## src/rtl/latrsnq_bank_writer.sv

```systemverilog
// ---------------------------------------------------------------------------
// latrsnq_bank_writer
//
// Turns valid/ready requests from a register-programming bus into phased
// stimulus for a bank of set/reset latches. Every request runs the same
// sequence: data setup, then an enable (write) or a bank clear/set pulse,
// then hold. lat_d is stable around every enable edge, and lat_e, !lat_rn
// and !lat_setn are never active at the same time.
//
// Optional feature (compile-time macro LATRSNQ_BANK_PARITY_EN):
//   When defined, lat_d gains one extra MSB carrying the even (XOR) parity
//   of the data bits. Clear-all and set-all drive that bit as 0.
//
// Ports:
//   CLK        in   rising-edge clock
//   RN         in   asynchronous active-low reset
//   req_valid  in   request present
//   req_ready  out  block can accept a request (IDLE only)
//   req_op     in   00 write, 01 clear-all, 10 set-all, 11 no-op
//   req_addr   in   target word for a write. One bit wider than needed to
//                   index WORDS, so out-of-range addresses can be presented
//                   and flagged.
//   req_data   in   write data
//   lat_d      out  shared latch data bus (WIDTH, or WIDTH+1 with parity)
//   lat_e      out  one-hot, active-high per-word latch enables
//   lat_rn     out  bank clear, active low (held low while RN is low)
//   lat_setn   out  bank set, active low
//   busy       out  sequence in progress
//   err        out  one-cycle pulse when a write targets an address >= WORDS
//
// All outputs are registered. No combinational path runs from the request
// inputs to the outputs.
// ---------------------------------------------------------------------------
module latrsnq_bank_writer #(
    parameter int WORDS     = 8,
    parameter int WIDTH     = 8,
    parameter int SETUP_CYC = 1,
    parameter int PULSE_CYC = 2,
    parameter int HOLD_CYC  = 1,
    parameter int ADDR_W    = $clog2(WORDS) + 1,
`ifdef LATRSNQ_BANK_PARITY_EN
    localparam int DW       = WIDTH + 1
`else
    localparam int DW       = WIDTH
`endif
) (
    input  logic              CLK,
    input  logic              RN,
    input  logic              req_valid,
    output logic              req_ready,
    input  logic [1:0]        req_op,
    input  logic [ADDR_W-1:0] req_addr,
    input  logic [WIDTH-1:0]  req_data,
    output logic [DW-1:0]     lat_d,
    output logic [WORDS-1:0]  lat_e,
    output logic              lat_rn,
    output logic              lat_setn,
    output logic              busy,
    output logic              err
);

    typedef enum logic [1:0] {
        IDLE  = 2'd0,
        SETUP = 2'd1,
        PULSE = 2'd2,
        HOLD  = 2'd3
    } state_t;

    typedef enum logic [1:0] {
        OP_WRITE = 2'b00,
        OP_CLEAR = 2'b01,
        OP_SET   = 2'b10,
        OP_NOP   = 2'b11
    } op_t;

    // The phase counter counts down to zero, so each phase loads length-1.
    localparam logic [3:0] SETUP_LD = 4'(SETUP_CYC - 1);
    localparam logic [3:0] PULSE_LD = 4'(PULSE_CYC - 1);
    localparam logic [3:0] HOLD_LD  = 4'(HOLD_CYC - 1);
    localparam logic [ADDR_W:0] WORDS_L = (ADDR_W + 1)'(WORDS);

    state_t              state, state_next;
    logic [3:0]          cnt, cnt_next;
    op_t                 cap_op, op_next;
    logic [ADDR_W-1:0]   cap_addr, addr_next;
    logic [DW-1:0]       d_next;
    logic [WORDS-1:0]    e_next;
    logic                rn_next, setn_next, ready_next, busy_next, err_next;
    logic                addr_bad;

    // Builds the word placed on lat_d for a write. With parity enabled, the
    // extra MSB makes the total number of ones even.
    function automatic logic [DW-1:0] data_word(input logic [WIDTH-1:0] d);
`ifdef LATRSNQ_BANK_PARITY_EN
        return {^d, d};
`else
        return d;
`endif
    endfunction

    assign addr_bad = ({1'b0, req_addr} >= WORDS_L);

    // Next-state, capture and next-output logic. The outputs are derived
    // from the *next* state and the *next* captured request, then
    // registered. This way every output changes on the same edge as the
    // state it belongs to, and no request input reaches a pin
    // combinationally. Request fields are captured only at acceptance, so
    // later changes on the bus are ignored.
    always_comb begin
        state_next = state;
        cnt_next   = cnt;
        op_next    = cap_op;
        addr_next  = cap_addr;
        d_next     = lat_d;
        err_next   = 1'b0;

        case (state)
            IDLE: begin
                if (req_valid && req_ready) begin
                    case (op_t'(req_op))
                        OP_WRITE: begin
                            if (addr_bad) begin
                                err_next = 1'b1;
                            end else begin
                                op_next    = OP_WRITE;
                                addr_next  = req_addr;
                                d_next     = data_word(req_data);
                                state_next = SETUP;
                                cnt_next   = SETUP_LD;
                            end
                        end
                        OP_CLEAR, OP_SET: begin
                            op_next    = op_t'(req_op);
                            d_next     = '0;
                            state_next = SETUP;
                            cnt_next   = SETUP_LD;
                        end
                        default: begin
                        end
                    endcase
                end
            end
            SETUP: begin
                if (cnt == 4'd0) begin
                    state_next = PULSE;
                    cnt_next   = PULSE_LD;
                end else begin
                    cnt_next = cnt - 4'd1;
                end
            end
            PULSE: begin
                if (cnt == 4'd0) begin
                    state_next = HOLD;
                    cnt_next   = HOLD_LD;
                end else begin
                    cnt_next = cnt - 4'd1;
                end
            end
            HOLD: begin
                if (cnt == 4'd0) begin
                    state_next = IDLE;
                    cnt_next   = 4'd0;
                end else begin
                    cnt_next = cnt - 4'd1;
                end
            end
            default: begin
                state_next = IDLE;
                cnt_next   = 4'd0;
            end
        endcase

        e_next = '0;
        if (state_next == PULSE && op_next == OP_WRITE) begin
            for (int i = 0; i < WORDS; i++) begin
                if (addr_next == ADDR_W'(i)) begin
                    e_next[i] = 1'b1;
                end
            end
        end
        rn_next    = !(state_next == PULSE && op_next == OP_CLEAR);
        setn_next  = !(state_next == PULSE && op_next == OP_SET);
        ready_next = (state_next == IDLE);
        busy_next  = (state_next != IDLE);
    end

    // State and output registers. In reset, lat_rn is driven low so that a
    // system reset also clears the latch bank. req_ready stays low until the
    // first clock edge after RN is released. An RN assertion in mid-sequence
    // drops lat_e together with asserting lat_rn. That is acceptable because
    // clear dominates inside the latch.
    always_ff @(posedge CLK or negedge RN) begin
        if (!RN) begin
            state     <= IDLE;
            cnt       <= 4'd0;
            cap_op    <= OP_NOP;
            cap_addr  <= '0;
            lat_d     <= '0;
            lat_e     <= '0;
            lat_rn    <= 1'b0;
            lat_setn  <= 1'b1;
            req_ready <= 1'b0;
            busy      <= 1'b0;
            err       <= 1'b0;
        end else begin
            state     <= state_next;
            cnt       <= cnt_next;
            cap_op    <= op_next;
            cap_addr  <= addr_next;
            lat_d     <= d_next;
            lat_e     <= e_next;
            lat_rn    <= rn_next;
            lat_setn  <= setn_next;
            req_ready <= ready_next;
            busy      <= busy_next;
            err       <= err_next;
        end
    end

endmodule
```

## config.mk

```make
export PLATFORM = sky130hd
export DESIGN_NAME = latrsnq_bank_writer
export DESIGN_NICKNAME = d
export VERILOG_FILES = /design/src/rtl/latrsnq_bank_writer.sv
export SDC_FILE = /design/constraint.sdc
export NUM_CORES = 1
export LEC_CHECK = 0
export CELL_PAD_IN_SITES_DETAIL_PLACEMENT = 0
export CELL_PAD_IN_SITES_GLOBAL_PLACEMENT = 1
export CORE_MARGIN = 2
export CORE_UTILIZATION = 31
export DETAILED_ROUTE_END_ITERATION = 10
export PLACE_DENSITY_LB_ADDON = 0.1
export SYNTH_ARGS = -nofsm -noshare
export SYNTH_HDL_FRONTEND = slang
export SYNTH_SLANG_ARGS = --single-unit
```

## constraint.sdc

```tcl
create_clock -name CLK -period 1.5 [get_ports CLK]
set_clock_uncertainty 0.1 [all_clocks]
set_input_delay 0.3 -clock CLK [delete_from_list [all_inputs] [get_ports CLK]]
set_output_delay 0.3 -clock CLK [all_outputs]
set_load 0.01 [all_outputs]
```

# ---- Word level (Yosys, flattened, before mapping)
# Index checks and enable logic that the tools add are counted.
dict set report word_totals {
  reg_bits 33
  inputBits 17
  output_inout_bits 21
  elab_cells 86
}
dict set report op_classes {
  addsub 1
  n_lt_le_gt_ge 1
  eq_ne 19
  muxes 36
  n_reduce_logical 18
}
# operator count
set op_table {}
lappend op_table {{4-bit 2-to-1 mux} 8}
lappend op_table {{4-bit by 3-bit equality test with 1-bit output, second input constant} 4}
lappend op_table {{2-bit 2-to-1 mux} 8}
lappend op_table {{8-bit 2-to-1 mux} 2}
lappend op_table {{8-bit one-hot mux with 2 select lines} 1}
lappend op_table {{1-bit 2-to-1 mux} 12}
lappend op_table {{4-bit one-hot mux with 3 select lines} 1}
lappend op_table {{2-bit equality test, second input constant} 5}
lappend op_table {{4-bit by 2-bit equality test with 1-bit output, second input constant} 2}
lappend op_table {{2-bit zero test} 4}
lappend op_table {{4-bit zero test} 2}
lappend op_table {{2-bit one-hot mux with 2 select lines} 2}
lappend op_table {{2-bit one-hot mux with 4 select lines} 1}
lappend op_table {{4-bit one-hot mux with 2 select lines} 1}
lappend op_table {{2-bit by 1-bit equality test with 1-bit output, second input constant} 3}
lappend op_table {{4-bit by 1-bit equality test with 1-bit output, second input constant} 1}
lappend op_table {{4-bit >= comparator, second input constant} 1}
lappend op_table {{1-bit logical AND} 4}
lappend op_table {{2-bit != test, second input constant} 2}
lappend op_table {{4-bit AND reduction} 1}
lappend op_table {{2-bit nonzero test} 2}
lappend op_table {{2-bit OR reduction} 2}
lappend op_table {{4-bit by 1-bit subtractor with 4-bit output, second input constant} 1}
lappend op_table {{3-bit by 1-bit != test with 1-bit output, second input constant} 1}
lappend op_table {{other kinds (3)} 4}

# ---- Depth between registers and ports, before layout
# Gate-level depths: netlist (run 1).
dict set report depth {
  depth_word 8
  mapped_depth 8
}

# ---- Worst setup path after synthesis (run 1)
# No wires, ideal clock.
dict set report synth_path {
  path_type {input -> register}
  from {input req_op[0]}
  to {register lat_d[6]}
  t_arrival_ns 1.545
  required_ns 1.264
  path_slack_ns -0.281
  cell_stages 7
  cell_sequence {inv_1 ha_1 clkbuf_1 nor2b_1 o21ai_1 clkbuf_1 o21ai_0}
}
dict set report synth_between {
  elab_chain_len 4
  elab_cells_between_ends 8
  classes_between {eq/ne (3); mux (1); reduce/logical (4)}
}
# item line_no
set synth_lines {}
lappend synth_lines {{from (decl)} 51} ;# input logic [1:0] req_op,
lappend synth_lines {{2-bit by 1-bit equality test with 1-bit output or 2-bit equality test (tied branches)} 120} ;# case (op_t'(req_op))
lappend synth_lines {{2-bit OR reduction} 120}
lappend synth_lines {{2-bit nonzero test (no source line)} n/a}
lappend synth_lines {{4-bit AND reduction (no source line)} n/a}
lappend synth_lines {{to (signal assigned)} 210} ;# lat_d <= d_next;
lappend synth_lines {{to (decl)} 54} ;# output logic [DW-1:0] lat_d,
# Several ways; a longest one is shown, not always the timed one.
# A chain may end at the register's enable or synchronous reset.

# ---- Worst setup path in the final report (run 1)
dict set report layout_path {
  from {register state[1]}
  to {register cap_addr[0]}
}
dict set report layout_between {
  elab_chain_len 2
}
# item line_no
set layout_lines {}
lappend layout_lines {{from (decl)} 82} ;# state_t state, state_next;
lappend layout_lines {{from (signal assigned)} 206} ;# state <= state_next;
lappend layout_lines {{2-bit zero test} 117} ;# case (state)
lappend layout_lines {{4-bit 2-to-1 mux} 117}
lappend layout_lines {{net addr_next[0]} 85} ;# logic [ADDR_W-1:0] cap_addr, addr_next;
lappend layout_lines {{to (signal assigned)} 209} ;# cap_addr <= addr_next;
lappend layout_lines {{to (decl)} 85}
# The timed path passes the listed nets, and every way through them passes these cells.

==> results of run 1 <==
[worst paths after layout]
| kind | endpoint | slack, ps |
|---|---|---|
| setup / recovery | cap_addr[0]$_DFF_PN0_ | -110 |
| hold / removal | cnt[1]$_DFFE_PN0P_ | 260 |
| setup reg to reg | cap_addr[0]$_DFF_PN0_ | -110 |
| hold reg to reg | lat_d[3]$_DFFE_PN0P_ | 370 |
| max in group asynchronous | lat_d[3]$_DFFE_PN0P_ | 780 |
| min in group CLK | cap_op[0]$_DFF_PN1_ | 290 |
[cells in the mapped netlist (all sizes together) (3+ instances only)]
library cell	instances
dfrtp	30
nand2	13
nand2b	11
nor3	11
o21ai	11
inv	8
nor2	8
ha	4
a21oi	3
and2	3
dfstp	3
mux2	3
mux2i	3
[power by group through the flow]
stage | registers, mW | logic [mW] | clock network, mW
3_5_place_dp | 1.43 | 1.99 | 0
3_3_place_gp | 1.43 | 1.96 | 0
5_1_grt | 1.45 | 2.67 | 0.799
2_1_floorplan | 1.50 | 1.02 | 0
6_report | 1.41 | 2.45 | 0.729
4_1_cts | 1.41 | 2.24 | 0.754
[layer usage]
layer | wire, um | vias up | share of wire | GRT usage
li1 | - | 680 | - | -
met1 | 1582 | 640 | 0.43 | 0.1758
met2 | 1910 | 29 | 0.52 | 0.2437
met3 | 165 | 5 | 0.045 | 0.04150
met4 | 39 | 0 | 0.011 | 0.04762
met5 | 0 | - | 0 | 0
[registers in the layout, summed over array words and instances (netlist names), 2 cells and up]
register	flops
lat_d	8
lat_e	8
cap_addr	4
cnt	4
cap_op	2
state	2
[cell families after synthesis]
logic type               count (synthesis)  synth area share
multiplexers                             6           0.04872
flip-flops                              33            0.5296
adder cells (fa/ha/maj)                  4           0.03195
AO/OA/AOI/OAI                           29            0.1342
buffers and inverters                   12           0.03434
AND/OR/NAND/NOR                         59            0.2157
XOR/XNOR                                 1          0.005592
[timing repair]
action                                  CTS  global route
pin swaps                                 8             8
endpoints found under the setup margin   52            30
setup buffers                             8             6
hold endpoints to repair                  0             0
resized for setup                        58            12
[layout make-up]
type	instances	area [um^2]
multi-input combinational	99	950.9
tap	67	83.83
sequential	33	829.5
clock buffer	7	96.34
timing repair buffer	80	683.2
clock inverter	1	5.005
inverter	8	35.03
fill	433	2102
[worst max-delay path: stages, from the launching register on]
cell and delay [ps]:
dfrtp_1 410, and4bb_4 420, nand2_8 80, mux2i_4 240, inv_2 110, buf_4 150
==> summary.txt, run 1 <==
Worst-case clock buffer depth -> 2
Flop pwr share -> 0.307
Setup TNS Final -> -1204 ps
GPL Wtd Cong -> 0.7716
Die Span Y -> 75.09 um
DRT iter0 DRCs -> 36
Slew headroom -> 0.7486
Commonest non-fill, non-tap cell in the layout -> buf_4
DR vias -> 1354
PwrDens -> 1709 mW/mm^2
Min Hold Slack -> 260.9 ps
Die area -> 0.005638 mm^2
Clk slew on worst S/H paths -> 70 ps
Clock share of power -> 0.159
CTS tree -> done
Synth Instances -> 144
Cell area after synthesis -> 0.001567 mm^2
Layout area overhead -> 71.33%
Initial antenna violation count -> 0
Starting Density -> 0.3273
Pre-CTS setup slack -> -699.1 ps
Required @ worst endpoint -> 1580 ps
Critical path origin -> state[1]$_DFF_PN0_
Slew @ Worst Pin -> 375.7 ps
WL/cell -> 12.53 um
Total Power -> 4.587 mW
Clk root buf -> clkbuf_8
Peak supply drop -> 969.9 uV
PortBufs -> 37
Final hold violation count -> 0
Syn_area_per_cell -> 10.88 um^2
Layout Utilization -> 0.5608
Largest net degree at the start of global routing -> 22
Worst skew pair latency -> 280 ps
Core box area -> 0.004786 mm^2
Status -> finished with violations
Ys flop type -> dfrtp_1
Final Cell Area -> 0.002684 mm^2
P_int -> 2.951 mW
Yosys cell types -> 43
RSZ-0062 raised after global routing -> yes
Synth area leaders -> dfrtp_1 (48%), dfstp_2 (5.0%), nand2b_1 (4.4%)
Setup WS post-layout -> -114.3 ps
CP Class -> register to register
Synthesis Warnings -> 0
Period utilization -> 1.076
Placed Cells -> 274
Setup crit end kind -> register
Via/cell ratio -> 4.590
Leak pwr -> 1.210 nW
Cell taking the most area after synthesis -> dfrtp_1
FMAX -> 619.5 MHz
Post-DP HPWL -> 2.809 mm
Min-Delay Path Class -> primary input to asynchronous set/reset pin
Htree depth -> 2
Post-synth EDFFs -> 0
Seq/Total Area, Yosys -> 0.5296
Final wirelength -> 3.697 mm
Drt drc -> 0
Reg2reg start -> state[1]$_DFF_PN0_
Ys async rst share -> 1.000
Synthesis-stage register bit count -> 33
DRT antenna net count -> 0
GRT Residual Overflow -> 0
Die width -> 75.09 um
Final std cells w/o fill -> 295
Final Max Slew Viols -> 0
CP Max Fanout -> 5
Number of global-route vias before repair -> 1338
Hold_buf cts -> 0
Most frequent cells in the layout -> buf_4 (39), dfrtp_1 (30), dlygate4sd2_1 (22)
Switching Fraction -> 0.3566
FP Rows -> 25
Share of Yosys cell area claimed by the top area cell type -> 0.4792
Violated checks -> setup timing
Gate power share -> 0.534
Ant. Diodes -> 0
Syn nets -> 165
Clock sink count -> 33
TritonCTS Buffers -> 5
Number of setup violations in the final report -> 22
FF-to-FF path depth -> 5
All-layer global routing usage -> 0.1438
DR pass1 iterations -> 4
NumNets Final -> 248
WP data arrival -> 1690 ps
IO Pins -> 38
Share of cells above drive strength 1 -> 0.4474
Net switching power -> 1.636 mW
Minimum clock period -> 1614 ps
Area after DPL -> 0.002310 mm^2
# Max-Cap Violations -> 0
Startpoint Class -> register
Global-route wire length before repair -> 6.113 mm
Power figures use the tool's default switching activity.
==> run 2: changes to the inputs <==
Settings changed: PLACE_DENSITY from default to 0.72, PLACE_DENSITY_LB_ADDON 0.1 to default, RECOVER_POWER from default to 25.
Clock period 1.5 ns to 1.6 ns, I/O delays scaled along.
==> run 2 against run 1 <==
The run still ends with setup timing left. Sequential share of layout area grew 0.95 points. Clock-buffer cell count shrank 2. Via count shrank 0.22%. Hold slack lost 0.68 ps. Cell count shrank 1.7%. Global-route usage grew 0.12 points. First-iteration DRC count grew 47%. Combinational power shrank 9.8%. Core utilization shrank 1.7 points. Final area shrank 3.0%. Sequential power shrank 6%. Critical path type unchanged.
==> summary.txt, run 2 (synthesis results as in run 1) <==
Hold_sp -> req_op[1]
Clock share of power -> 0.145 (was 0.159)
Core box area -> 0.004786 mm^2 (unchanged)
Slew headroom -> 0.4457 (was 0.7486)
Slowest CP cell -> dfrtp_1 (was and4bb_4)
Worst path most repeated cell -> buf_4
DRT antenna net count -> 0 (unchanged)
Largest regs -> lat_d x8, lat_e x8 (unchanged)
Required @ worst endpoint -> 1680 ps (was 1580 ps)
DR pass1 iterations -> 4 (unchanged)
Clock sink count -> 33 (unchanged)
Worst skew pair latency -> 280 ps (about the same)
Die area -> 0.005638 mm^2 (unchanged)
CP Class -> register to register (unchanged)
Layout Utilization -> 0.5441 (was 0.5608)
Setup TNS Final -> -10.05 ps (was -1204 ps)
IO Pins -> 38 (unchanged)
WL/cell -> 13.48 um (was 12.53 um)
Starting Density -> 0.3273 (unchanged)
Final hold violation count -> 0 (unchanged)
Buf/Inv on CP -> 3 (was 2)
Share of cells above drive strength 1 -> 0.4260 (was 0.4474)
Status -> finished with violations (unchanged)
CP Max Fanout -> 3 (was 5)
P_int -> 2.617 mW (was 2.951 mW)
Largest stage delay on the critical path -> 390 ps (was 420 ps)
Slew @ Worst Pin -> 831.4 ps (was 375.7 ps)
Final wirelength -> 3.908 mm (was 3.697 mm)
Peak supply drop -> 867.3 uV (was 969.9 uV)
PwrDens -> 1590 mW/mm^2 (was 1709 mW/mm^2)
Leak pwr -> 1.221 nW (was 1.210 nW)
DRT iter0 DRCs -> 53 (was 36)
Layout area overhead -> 66.21% (was 71.33%)
Worst-case clock buffer depth -> 2 (unchanged)
Reg area -> 829.5 um^2 (unchanged)
GRT Residual Overflow -> 0 (unchanged)
Min-Delay Path Class -> primary input to register (was primary input to asynchronous set/reset pin)
Most frequent cells in the layout -> buf_4 (34), dfrtp_1 (30), clkdlybuf4s50_1 (21) (was buf_4 (39), dfrtp_1 (30), dlygate4sd2_1 (22))
Flop pwr share -> 0.321 (was 0.307)
All-layer global routing usage -> 0.1450 (was 0.1438)
Commonest non-fill, non-tap cell in the layout -> buf_4 (unchanged)
Via/cell ratio -> 4.659 (was 4.590)
FP Rows -> 25 (unchanged)
Setup WS post-layout -> -10.05 ps (was -114.3 ps)
RSZ-0062 raised after global routing -> yes (unchanged)
Violated checks -> setup timing (unchanged)
Net switching power -> 1.523 mW (was 1.636 mW)
DR vias -> 1351 (was 1354)
Global-route wire length before repair -> 6.189 mm (was 6.113 mm)
Htree depth -> 2 (unchanged)
Die Span Y -> 75.09 um (unchanged)
Post-DP HPWL -> 2.840 mm (was 2.809 mm)
Ant. Diodes -> 0 (unchanged)
Area after DPL -> 0.002290 mm^2 (was 0.002310 mm^2)
Initial antenna violation count -> 0 (unchanged)
Largest net degree at the start of global routing -> 34 (was 22)
Clk root buf -> clkbuf_8 (unchanged)
Final Max Slew Viols -> 0 (unchanged)
Clk slew on worst S/H paths -> 70 ps (about the same)
# Max-Cap Violations -> 0 (unchanged)
Startpoint Class -> register (unchanged)
Gate power share -> 0.534 (about the same)
WP data arrival -> 1690 ps (about the same)
Pre-CTS setup slack -> -632.0 ps (was -699.1 ps)
Reg2reg start -> cnt[0]$_DFFE_PN0P_ (was state[1]$_DFF_PN0_)
Area of the multi-input gates -> 897.1 um^2 (was 950.9 um^2)
Crit-path cells -> inv_2, ha_4, buf_4, nand4bb_4, buf_4, xnor2_1, or2_4 (was and4bb_4, nand2_8, mux2i_4, inv_2, buf_4)
PortBufs -> 37 (unchanged)
Setup crit end kind -> register (unchanged)
CTS tree -> done (unchanged)
Period utilization -> 1.006 (was 1.076)
Critical path origin -> cnt[0]$_DFFE_PN0P_ (was state[1]$_DFF_PN0_)
FILL cells -> 435 (was 433)
TritonCTS Buffers -> 5 (unchanged)
NumNets Final -> 243 (was 248)
Minimum clock period -> 1610 ps (was 1614 ps)
Final Cell Area -> 0.002604 mm^2 (was 0.002684 mm^2)
Die width -> 75.09 um (unchanged)
GPL Wtd Cong -> 0.8139 (was 0.7716)
FMAX -> 621.1 MHz (was 619.5 MHz)
Number of global-route vias before repair -> 1365 (was 1338)
Crit-path leading delay family -> flip-flops (was simple AND/OR/NAND/NOR gates)
Drt drc -> 0 (unchanged)
Switching Fraction -> 0.3679 (was 0.3566)
Number of setup violations in the final report -> 1 (was 22)
run 2: cell types whose count changed in the layout (fill, tap and decap cells not counted), moves of 5 or more:
| cell | previous run | this run |
|---|---|---|
| clkdlybuf4s50_1 | 12 | 21 |
| o21ai_1 | 5 | 0 |
| o21ai_0 | 4 | 9 |
| buf_4 | 39 | 34 |
| dlygate4sd2_1 | 22 | 5 |
| dlymetal6s2s_1 | 0 | 8 |
run 2: final timing paths:
kind                                             end  slack, ps  cells past startpoint
worst max-delay path                  busy$_DFF_PN0_        -10                      7
worst min-delay path             cap_op[0]$_DFF_PN1_        260                      3
worst max register to register        busy$_DFF_PN0_        -10                      7
worst min register to register  lat_d[4]$_DFFE_PN0P_        370                      2
max in group asynchronous       lat_d[5]$_DFFE_PN0P_        300                      2
min in group asynchronous         lat_e[0]$_DFF_PN0_        570                      2
run 2: per-stage QoR:
| step | cells | hold slack (ps) | power, mW |
|---|---|---|---|
| global route | 290 | 260.4 | 4.416 |
| floorplan | 144 | -75.59 | 2.337 |
| finish | 290 | 260.2 | 4.139 |
| detailed placement | 273 | 371.7 | 3.159 |
| global placement | 273 | 364.2 | 3.092 |
| CTS | 288 | 249.4 | 3.999 |
run 2: layout make-up:
type | count | area share
Clock inverter | 3 | 0.006728
Multi-Input combinational cell | 99 | 0.3445
Clock buffer | 5 | 0.02643
Sequential cell | 33 | 0.3186
Timing Repair Buffer | 75 | 0.2600
Tap cell | 67 | 0.03220
Inverter | 8 | 0.01153
run 2: what timing repair did:
action,4_1_cts,5_1_grt
resized for setup,31,21
endpoints found under the setup margin,33,23
hold buffers,0,0
hold endpoints to repair,0,0
buffers inserted,7,4
pin swaps,6,8
run 2: layer usage:
metal,track usage,vias to the layer above,wire [um]
met2,0.2651,37,2015
met1,0.1668,649,1629
met4,0.05357,0,48
li1,-,659,-
met3,0.02811,6,215
met5,0,-,0
run 2: power by group through the flow:
| stage | Combinational (mW) | Sequential (mW) | Clock [mW] |
|---|---|---|---|
| after floorplan | 0.929 | 1.41 | 0 |
| after global placement | 1.77 | 1.32 | 0 |
| after detailed placement | 1.82 | 1.34 | 0 |
| after CTS | 2.05 | 1.33 | 0.621 |
| after global routing | 2.40 | 1.37 | 0.650 |
| final | 2.21 | 1.33 | 0.601 |
run 2: worst min-delay path: cells and delay by family:
family | cells | cell delay [ps]
buf+inv | 2 | 220
compound gates | 1 | 90
==> run 3: changes to the inputs <==
Settings changed: CORE_UTILIZATION 31 to 47, DONT_BUFFER_PORTS from default to 1, PLACE_DENSITY 0.72 to 0.81.
==> run 3 against run 2 <==
The flow still finishes with violations (setup timing). Critical path depth fell by 1. Sequential power rose by 6%. Critical path type unchanged. Final area is 23% lower.
==> summary.txt, run 3 (synthesis results as in run 1) <==
DRT iter0 DRCs -> 73 (was 53)
Layout Utilization -> 0.6488 (was 0.5441)
# Max-Cap Violations -> 0 (unchanged)
Layout area overhead -> 28.51% (was 66.21%)
NumNets Final -> 194 (was 243)
DR pass1 iterations -> 4 (unchanged)
Core box area -> 0.003103 mm^2 (was 0.004786 mm^2)
Min-Delay Path Class -> primary input to register (unchanged)
Minimum clock period -> 1602 ps (was 1610 ps)
Final Cell Area -> 0.002013 mm^2 (was 0.002604 mm^2)
Die width -> 61.73 um (was 75.09 um)
Clock share of power -> 0.131 (was 0.145)
Met2 usage -> 0.3278 (was 0.2651)
Critical path origin -> cnt[1]$_DFFE_PN0P_ (was cnt[0]$_DFFE_PN0P_)
FP Rows -> 20 (was 25)
Violated checks -> setup timing (unchanged)
TritonCTS Buffers -> 5 (unchanged)
CP Max Fanout -> 4 (was 3)
CP Class -> register to register (unchanged)
Setup WS post-layout -> -2.085 ps (was -10.05 ps)
Number of setup violations in the final report -> 1 (unchanged)
Reg2reg start -> cnt[1]$_DFFE_PN0P_ (was cnt[0]$_DFFE_PN0P_)
WL/cell -> 15.44 um (was 13.48 um)
Largest regs -> lat_d x8, lat_e x8 (unchanged)
CTS tree -> done (unchanged)
Die Span Y -> 61.73 um (was 75.09 um)
Die area -> 0.003811 mm^2 (was 0.005638 mm^2)
Layer with the highest usage -> met2 (unchanged)
Setup crit end kind -> register (unchanged)
PwrDens -> 1732 mW/mm^2 (was 1590 mW/mm^2)
GPL Wtd Cong -> 0.8429 (was 0.8139)
Leak pwr -> 0.8879 nW (was 1.221 nW)
Slew headroom -> 0.4806 (was 0.4457)
Worst skew pair latency -> 330 ps (was 280 ps)
Global-route wire length before repair -> 5.106 mm (was 6.189 mm)
Required @ worst endpoint -> 1780 ps (was 1680 ps)
IO Pins -> 38 (unchanged)
Share of cells above drive strength 1 -> 0.3908 (was 0.4260)
Net switching power -> 1.386 mW (was 1.523 mW)
Post-DP HPWL -> 2.316 mm (was 2.840 mm)
Drt drc -> 0 (unchanged)
Gate power share -> 0.464 (was 0.534)
DR vias -> 1182 (was 1351)
Period utilization -> 1.001 (was 1.006)
Startpoint Class -> register (unchanged)
Via/cell ratio -> 5.422 (was 4.659)
Hold_sp -> req_data[3] (was req_op[1])
Largest net degree at the start of global routing -> 34 (unchanged)
Final wirelength -> 3.366 mm (was 3.908 mm)
Starting Density -> 0.5048 (was 0.3273)
Slew @ Worst Pin -> 779.1 ps (was 831.4 ps)
Initial antenna violation count -> 0 (unchanged)
Clock sink count -> 33 (unchanged)
Final hold violation count -> 0 (unchanged)
All-layer global routing usage -> 0.1906 (was 0.1450)
Final Max Slew Viols -> 0 (unchanged)
Number of global-route vias before repair -> 1157 (was 1365)
Htree depth -> 2 (unchanged)
Clk root buf -> clkbuf_4 (was clkbuf_8)
PortBufs -> 0 (was 37)
Switching Fraction -> 0.3975 (was 0.3679)
FMAX -> 624.2 MHz (was 621.1 MHz)
Ant. Diodes -> 0 (unchanged)
Met3 Usage GRT -> 0.06625 (was 0.02811)
FILL cells -> 264 (was 435)
Most frequent cells in the layout -> dfrtp_1 (30), buf_4 (21), nand2_1 (12) (was buf_4 (34), dfrtp_1 (30), clkdlybuf4s50_1 (21))
Clk slew on worst S/H paths -> 100 ps (was 70 ps)
GRT Residual Overflow -> 0 (unchanged)
Area of the multi-input gates -> 830.8 um^2 (was 897.1 um^2)
Peak supply drop -> 1052 uV (was 867.3 uV)
Reg area -> 829.5 um^2 (unchanged)
Flop pwr share -> 0.405 (was 0.321)
RSZ-0062 raised after global routing -> yes (unchanged)
P_int -> 2.100 mW (was 2.617 mW)
Area after DPL -> 0.001810 mm^2 (was 0.002290 mm^2)
DRT antenna net count -> 0 (unchanged)
Commonest non-fill, non-tap cell in the layout -> dfrtp_1 (was buf_4)
Status -> finished with violations (unchanged)
WP data arrival -> 1780 ps (was 1690 ps)
Worst-case clock buffer depth -> 2 (unchanged)
Grt met1 use -> 0.2113 (was 0.1668)
-- run 3: cell count changes in the layout (fill, tap and decap cells not counted), sizes merged --
| cell | delta |
|---|---|
| dlygate4sd3 | +2 |
| buf | -17 |
| dlymetal6s2s | -8 |
| dlygate4sd2 | -5 |
| clkdlybuf4s50 | -21 |
-- run 3: layout make-up --
| class | count | area share |
|---|---|---|
| tap | 44 | 0.02735 |
| sequential | 33 | 0.4121 |
| clock inverter | 3 | 0.008701 |
| clock buffer | 5 | 0.01865 |
| inverter | 8 | 0.01492 |
| timing repair buffer | 26 | 0.1057 |
| multi-input combinational | 99 | 0.4127 |
-- run 3: power groups by stage --
stage	Combinational [mW]	Sequential [mW]	Clock (mW)
finish	1.62	1.41	0.457
global route	1.77	1.46	0.516
CTS	1.44	1.41	0.464
detailed placement	1.35	1.43	0
global placement	1.29	1.42	0
floorplan	0.929	1.41	0
-- run 3: worst paths after layout --
check | endpoint | slack [ps] | cells past startpoint
max | busy$_DFF_PN0_ | -2 | 6
min | lat_d[3]$_DFFE_PN0P_ | 20 | 2
max reg2reg | busy$_DFF_PN0_ | -2 | 6
min reg2reg | cap_op[1]$_DFF_PN1_ | 440 | 2
max in group asynchronous | busy$_DFF_PN0_ | 420 | 2
min in group asynchronous | lat_e[2]$_DFF_PN0_ | 490 | 2
-- run 3: what timing repair did --
| action | 4_1_cts | 5_1_grt |
|---|---|---|
| pin swaps | 2 | 6 |
| setup endpoints to repair | 8 | 12 |
| setup buffers | 0 | 2 |
| resized for setup | 5 | 12 |
| hold buffers | 4 | 0 |
| endpoints found under the hold margin | 35 | 0 |
-- run 3: critical path, stage by stage, from the launching register on --
cell	delay, ps
dfrtp_1	400
inv_2	80
ha_4	130
nor3b_4	260
mux2_4	340
o31ai_4	70
or2_4	160
-- run 3: per-stage QoR --
stage	total power [mW]	std cells	setup slack (ps)	hold WS, ps	setup TNS (ps)
2_1_floorplan	2.337	144	-0.1438	-75.59	-1.150
3_3_place_gp	2.709	204	-67.59	-74.89	-409.1
3_5_place_dp	2.773	204	-99.08	-74.85	-690.1
4_1_cts	3.319	216	5.445	11.38	0
5_1_grt	3.742	218	-99.70	3.804	-527.7
6_report	3.486	218	-2.085	18.18	-2.085
-- run 3: layer usage --
layer / part of all wire / vias to the layer above
li1: - / 563
met1: 0.40 / 578
met5: 0 / -
met4: 0.0086 / 0
met2: 0.54 / 37
met3: 0.059 / 4
